## config.mk

```make
export PLATFORM = sky130hd
export DESIGN_NAME = irq_controller
export DESIGN_NICKNAME = d
export VERILOG_FILES = /design/src/rtl/irq_controller.sv
export SDC_FILE = /design/constraint.sdc
export NUM_CORES = 1
export LEC_CHECK = 0
export CORE_MARGIN = 4
export CORE_UTILIZATION = 30
export DETAILED_ROUTE_END_ITERATION = 10
export PLACE_DENSITY = 0.63
export REMOVE_ABC_BUFFERS = 1
export SKIP_LAST_GASP = 1
export SLEW_MARGIN = 40
export SYNTH_ARGS = -nofsm -noshare
export SYNTH_HDL_FRONTEND = slang
export SYNTH_SLANG_ARGS = --single-unit
```

## constraint.sdc

```tcl
create_clock -name clk -period 2.2 [get_ports clk]
set_input_delay 0.22 -clock clk [delete_from_list [all_inputs] [get_ports clk]]
set_output_delay 0.22 -clock clk [all_outputs]
set_load 0.03 [all_outputs]
```

## src/rtl/irq_controller.sv

```systemverilog
// Vectored interrupt controller: synchronises raw lines, tracks edge/level
// pending state, and hands one fixed-priority request at a time to fetch.
module irq_controller #(
    parameter int          NUM_IRQ    = 8,
    parameter logic [31:0] VEC_BASE   = 32'h0000_0100,
    parameter int          VEC_STRIDE = 4,
    parameter logic [NUM_IRQ-1:0] EDGE_MASK = '1,
    localparam int         IDW        = (NUM_IRQ > 1) ? $clog2(NUM_IRQ) : 1
) (
    input  logic               clk,
    input  logic               rst,
    input  logic [NUM_IRQ-1:0] irq_in,
    input  logic               global_en,
    input  logic               en_we,
    input  logic [NUM_IRQ-1:0] en_wdata,
    input  logic               take_ack,
    input  logic               mret,
    output logic               interrupt_ctrl,
    output logic [31:0]        interrupt_handling_addr,
    output logic [IDW-1:0]     active_id,
    output logic               in_service,
    output logic [NUM_IRQ-1:0] pending
);

    typedef enum logic [1:0] {IDLE, REQ, ACTIVE} state_t;

    localparam logic [31:0] STRIDE32 = 32'(VEC_STRIDE);

    state_t             state, state_nxt;
    logic [NUM_IRQ-1:0] irq_s, irq_d;
    logic [NUM_IRQ-1:0] enable;
    logic [NUM_IRQ-1:0] pend_r, pend_nxt;
    logic [NUM_IRQ-1:0] edge_det, clr, eligible;
    logic [IDW-1:0]     id_r;
    logic               take_fire;

    function automatic logic [IDW-1:0] lowest_idx(input logic [NUM_IRQ-1:0] v);
        lowest_idx = '0;
        for (int i = NUM_IRQ - 1; i >= 0; i--) begin
            if (v[i]) lowest_idx = IDW'(i);
        end
    endfunction

    // Stage: two-flop capture of the raw lines
    always_ff @(posedge clk) begin
        if (rst) begin
            irq_s <= '0;
            irq_d <= '0;
        end else begin
            irq_s <= irq_in;
            irq_d <= irq_s;
        end
    end

    // Stage: pending tracking; a fresh edge outranks the acknowledge clear
    always_comb begin
        take_fire = (state == REQ) && take_ack;
        edge_det  = irq_s & ~irq_d;
        clr       = '0;
        for (int i = 0; i < NUM_IRQ; i++) begin
            clr[i] = take_fire && (id_r == IDW'(i));
        end
        pend_nxt = (EDGE_MASK & ((pend_r & ~clr) | edge_det)) | (~EDGE_MASK & irq_s);
        eligible = pend_r & enable & {NUM_IRQ{global_en}};
    end

    always_ff @(posedge clk) begin
        if (rst) begin
            pend_r <= '0;
            enable <= '0;
        end else begin
            pend_r <= pend_nxt;
            if (en_we) enable <= en_wdata;
        end
    end

    // Stage: request/service sequencing
    always_ff @(posedge clk) begin
        if (rst) begin
            state <= IDLE;
            id_r  <= '0;
        end else begin
            state <= state_nxt;
            if (state == IDLE && |eligible) id_r <= lowest_idx(eligible);
        end
    end

    always_comb begin
        state_nxt      = state;
        interrupt_ctrl = 1'b0;
        in_service     = 1'b0;
        case (state)
            IDLE: begin
                if (|eligible) state_nxt = REQ;
            end
            REQ: begin
                interrupt_ctrl = 1'b1;
                if (take_ack)            state_nxt = ACTIVE;
                else if (!eligible[id_r]) state_nxt = IDLE;
            end
            ACTIVE: begin
                in_service = 1'b1;
                if (mret) state_nxt = IDLE;
            end
            default: state_nxt = IDLE;
        endcase
    end

    assign active_id               = id_r;
    assign pending                 = pend_r;
    assign interrupt_handling_addr = VEC_BASE + (32'(id_r) * STRIDE32);

endmodule

```

# [After elaboration in Yosys (flattened, before gate mapping)]
# Index checks and enable logic that the tools add are counted.
[classes] order_cmp=1 n_mux=17 reduce_logical=14 addsub=1 eq_ne=12 n_bitwise=7
[op_table] operator="$and A8 B8 Y8" n=4
[op_table] operator="$mux W3" n=8
[op_table] operator="$not A8 Y8" n=2
[op_table] operator="$eq A3 B3 Y1 const B" n=4
[op_table] operator="$add A9 B5 Y10 const A" n=1
[op_table] operator="$logic_and A1 B1 Y1" n=10
[op_table] operator="$mux W2" n=4
[op_table] operator="$or A8 B8 Y8" n=1
[op_table] operator="$reduce_or A8 Y1" n=1
[op_table] operator="$eq A3 B2 Y1 const B" n=2
[op_table] operator="$pmux W2 S3" n=1
[op_table] operator="$lt A3 B4 Y1 const B" n=1
[op_table] operator="$bmux W1 S3" n=1
[op_table] operator="$eq A3 B1 Y1 const B" n=1
[op_table] operator="$logic_not A3 Y1" n=1
[op_table] operator="$mux W1" n=3
[op_table] operator="$ne A3 B3 Y1 const B" n=1
[op_table] operator="$reduce_and A3 Y1" n=1
[op_table] operator="$eq A2 B1 Y1 const B" n=1
[op_table] operator="$eq A2 B2 Y1 const B" n=1
[op_table] operator="$logic_not A2 Y1" n=1
[op_table] operator="$ne A2 B1 Y1 const B" n=1
[op_table] operator="$ne A2 B2 Y1 const B" n=1
[totals] register_bits=37 word_cells=58 in_bits=22 output_inout_bits=45

# [Longest topological paths before layout]
# Gate-level depths: netlist (run 1).
[logic_depth] ltp_word=10 depth_mapped=5

# [Worst setup path after synthesis (run 1)]
# Ideal clock, no wire load.
[synth_timing] path_kind="flip-flop to flip-flop" start="register id_r[0], in the netlist active_id[0]" end="register state[0]" slack_ps=739 n_path_buf=1 period_less_slack_ps=1461 stages_incl_launch_ff=6 setup_ps=103 required_ps=2097 arrival_ps=1358 path_cell_list="dfxtp_1 -> clkbuf_4 -> nand3_2 -> o211ai_1 -> o211ai_1 -> a2111oi_2"
[synth_via] elab_chain_len=4
[synth_rtl] element="start, declared" line_no="34" text="logic [IDW-1:0] id_r;"
[synth_rtl] element="start signal, assigned" line_no="84" text="if (state == IDLE && |eligible) id_r <= lowest_idx(eligible);"
[synth_rtl] element="$bmux W1 S3" line_no="99" text="else if (!eligible[id_r]) state_nxt = IDLE;"
[synth_rtl] element="$mux W1 (not written as such)" line_no="99"
[synth_rtl] element="$ne A3 B3 Y1 (no source line)"
[synth_rtl] element="$reduce_and A3 Y1 (no source line)"
[synth_rtl] element="end signal, assigned" line_no="83" text="state <= state_nxt;"
[synth_rtl] element="end, declared" line_no="29" text="state_t state, state_nxt;"
# No other way between the ends. The select of a mux whose other input is x is not followed.
# A chain may end at the register's enable or synchronous reset.

# [Worst setup path after layout (run 1)]
[layout_timing] start="register id_r[0], in the netlist active_id[0]" end="output interrupt_handling_addr[2]"
[layout_via] elab_chain_len=1
[layout_rtl] element="$add A9 B5 Y10" line_no="111" text="assign interrupt_handling_addr = VEC_BASE + (32'(id_r) * STRIDE32);"
[layout_rtl] element="end, declared" line_no="19" text="output logic [31:0] interrupt_handling_addr,"
# No other way between the ends.

==> flow_metrics.tcl, run 1 <==
set metrics [dict create \
    status "complete, no violations" \
    cap_violations 0 \
    cts_buffer_depth 2 \
    antenna_found_initial 0 \
    core.rowCount 27 \
    hold_buffers 0 \
    postPlaceCellArea_mm2 0.00201 \
    dp.cells 285 \
    htree_levels 2 \
    clkTransAtPathRegs_ns 0.08 \
    cp_max_fo 15 \
    hold_class "flip-flop to flip-flop" \
    ys_types 35 \
    grt_first_pass_wirelength_um 5140 \
    worstSkewPairLatency_ns 0.29 \
    fin_hold_ws_ns 0.460 \
    p_sw_uw 448 \
    cts-resized-gates 0 \
    yosysSeqAreaShare_pct 43.2 \
    wl_per_cell_um 11.3 \
    start_util_pct 31.0 \
    ant_nets 0 \
    yosys_warnings 0 \
    final_cell_mix "dfxtp_1, clkdlybuf4s50_1, conb_1" \
    syn_inst 187 \
    fin_setup_tns_ns 0 \
    cp_top_family "buffers and inverters" \
    finalNonFillerCells 293 \
    r2r_cells 4 \
    ir_worst_vdd_v 0.000315 \
    dieHeight_um 83.6 \
    dp_worst_setup_slack_ns 0.551 \
    drv_slew 0 \
    yosysTopAreaCellShare_pct 43.2 \
    fp.dieW_um 83.6 \
    gp_congestion 0.848 \
    post-route-drc-count 0 \
    layout_setup_ws_ns 0.324 \
    area_growth_pct 22.4 \
    final_nets 242 \
    endpoint_kind "output pin" \
    root_buffer "clkbuf_8" \
    post_cts_buffers 0 \
    period_share_pct 85.3 \
    setup_violations 0 \
    rsz0062_at_grt "false" \
    p_comb_share_pct 18.9 \
    max_stage_delay_ns 0.76 \
    async_reset_ff_share_pct 0 \
    synth_edf_count 0 \
    grt_pass1_vias 1092 \
    hold_viol 0 \
    io_buffer_count 37 \
    synth_seq_cells 37 \
    diodes 0 \
    syn-cell-area_mm2 0.00172 \
    grtUsageTotal_pct 9.42 \
    cts_buffers 5 \
    clock-sinks 37 \
    power_density_mw_per_mm2 711 \
    crit_path_top_delay_cell "clkdlybuf4s50_1" \
    vias_per_cell 4.37 \
    crit_path_start_kind "flip-flop" \
    p_clk_share_pct 31.3 \
    crit_buf_inv 1 \
    cts_tree "built" \
    cp_cell_sequence "clkdlybuf4s50_1" \
    seq_power_share_pct 49.7 \
    hpwlAfterDp_um 2590 \
    nFillCells 580 \
    period_needed_ns 1.88 \
    top_level_ports 67 \
    fp.coreArea_mm2 0.00554 \
    synth_ff_type "dfxtp_1" \
    wirelength_um 3320 \
    dr.pass1.iters 4 \
    leakage_nw 0.838 \
    path_class "flip-flop to output pin" \
    max_freq_mhz 533 \
    yosys.area.top_type "dfxtp_1" \
    clock_skew_ns 0.00451 \
    syn_avg_cell_area_um2 9.17 \
    synth_area_leaders "dfxtp_1, buf_4, nor2b_1" \
    grt_max_degree 29 \
    crit_arrival_ns 1.66 \
    cp.required_ns 1.98 \
    drt-initial-drc-count 42 \
    stdcell_area_mm2 0.00210 \
    grt.overflow.total 0 \
    whs_path_depth 2 \
    die-area_mm2 0.00699 \
    drive_gt1_share_pct 5.88 \
    vias 1279 \
    p_int_mw 1.04 \
    worstSetupPathDepth 1 \
    swShare_pct 30.1 \
]
-- registers in the layout, summed over array words and instances, names as in the netlist --
signal     count
irq_d          8
enable         8
active_id      3
state          2
pending        8
irq_s          8
-- per-stage QoR --
step | total power [mW] | utilization [%]
2_1_floorplan | 0.928 | -
3_3_place_gp | 1.04 | 36.2
3_5_place_dp | 1.04 | 36.2
4_1_cts | 1.51 | 37.9
5_1_grt | 1.57 | 37.9
6_report | 1.49 | 37.9
-- cells by family after synthesis --
group	Yosys count	synth area share, %
AO/OA/AOI/OAI	40	15.2
AND/OR/NAND/NOR	60	20.0
multiplexers	8	4.67
other	2	0.438
flip-flops	37	43.2
buffers and inverters	40	16.6
-- layer usage --
metal,up-vias,share of wire (%),track usage [%]
met1,577,42,11.1
li1,641,-,-
met3,7,9.8,3.36
met4,0,2.4,4.82
met2,54,45,15.0
met5,-,0,0
-- worst paths after layout --
check | from | end | slack [ns]
max | active_id[0] | interrupt_handling_addr[2] | 0.32
min reg2reg | irq_s[5] | pending[5] | 0.46
max reg2reg | active_id[0] | state[0] | 0.76
min | irq_s[5] | pending[5] | 0.46
-- power groups by stage --
stage | logic [mW] | clock network, mW | registers, mW
global route | 0.303 | 0.519 | 0.750
global placement | 0.281 | 0 | 0.758
finish | 0.282 | 0.468 | 0.742
floorplan | 0.149 | 0 | 0.779
detailed placement | 0.283 | 0 | 0.758
CTS | 0.284 | 0.486 | 0.742
-- synthesized netlist by cell type, types with 3 or more instances --
master / number
o21ai_0: 8
buf_4: 32
a22oi_1: 4
nand2_1: 9
nand2b_1: 11
dfxtp_1: 37
nor2_1: 10
nor2b_1: 19
clkbuf_1: 3
nand3_1: 3
a21oi_1: 13
o211ai_1: 3
mux2i_1: 8
-- layout make-up --
class | instances | area, um2 | share of cell area (%)
clock buffers | 5 | 68.8 | 3.28
multi-input cells | 137 | 792 | 37.7
flip-flops and latches | 37 | 741 | 35.3
clock inverters | 3 | 22.5 | 1.07
well taps | 72 | 90.1 | 4.29
repair buffers | 39 | 385 | 18.4
No activity file was read; power rests on OpenSTA's default activity.
==> run 2: changes to the inputs <==
--- a/config.mk
+++ b/config.mk
@@ -11,7 +11,7 @@
 export PLACE_DENSITY = 0.63
 export REMOVE_ABC_BUFFERS = 1
 export SKIP_LAST_GASP = 1
-export SLEW_MARGIN = 40
+export SLEW_MARGIN = 25
 export SYNTH_ARGS = -nofsm -noshare
 export SYNTH_HDL_FRONTEND = slang
 export SYNTH_SLANG_ARGS = --single-unit
==> results of run 2 <==
Same layout as run 1: the final DEF is identical, and so are final timing and power.
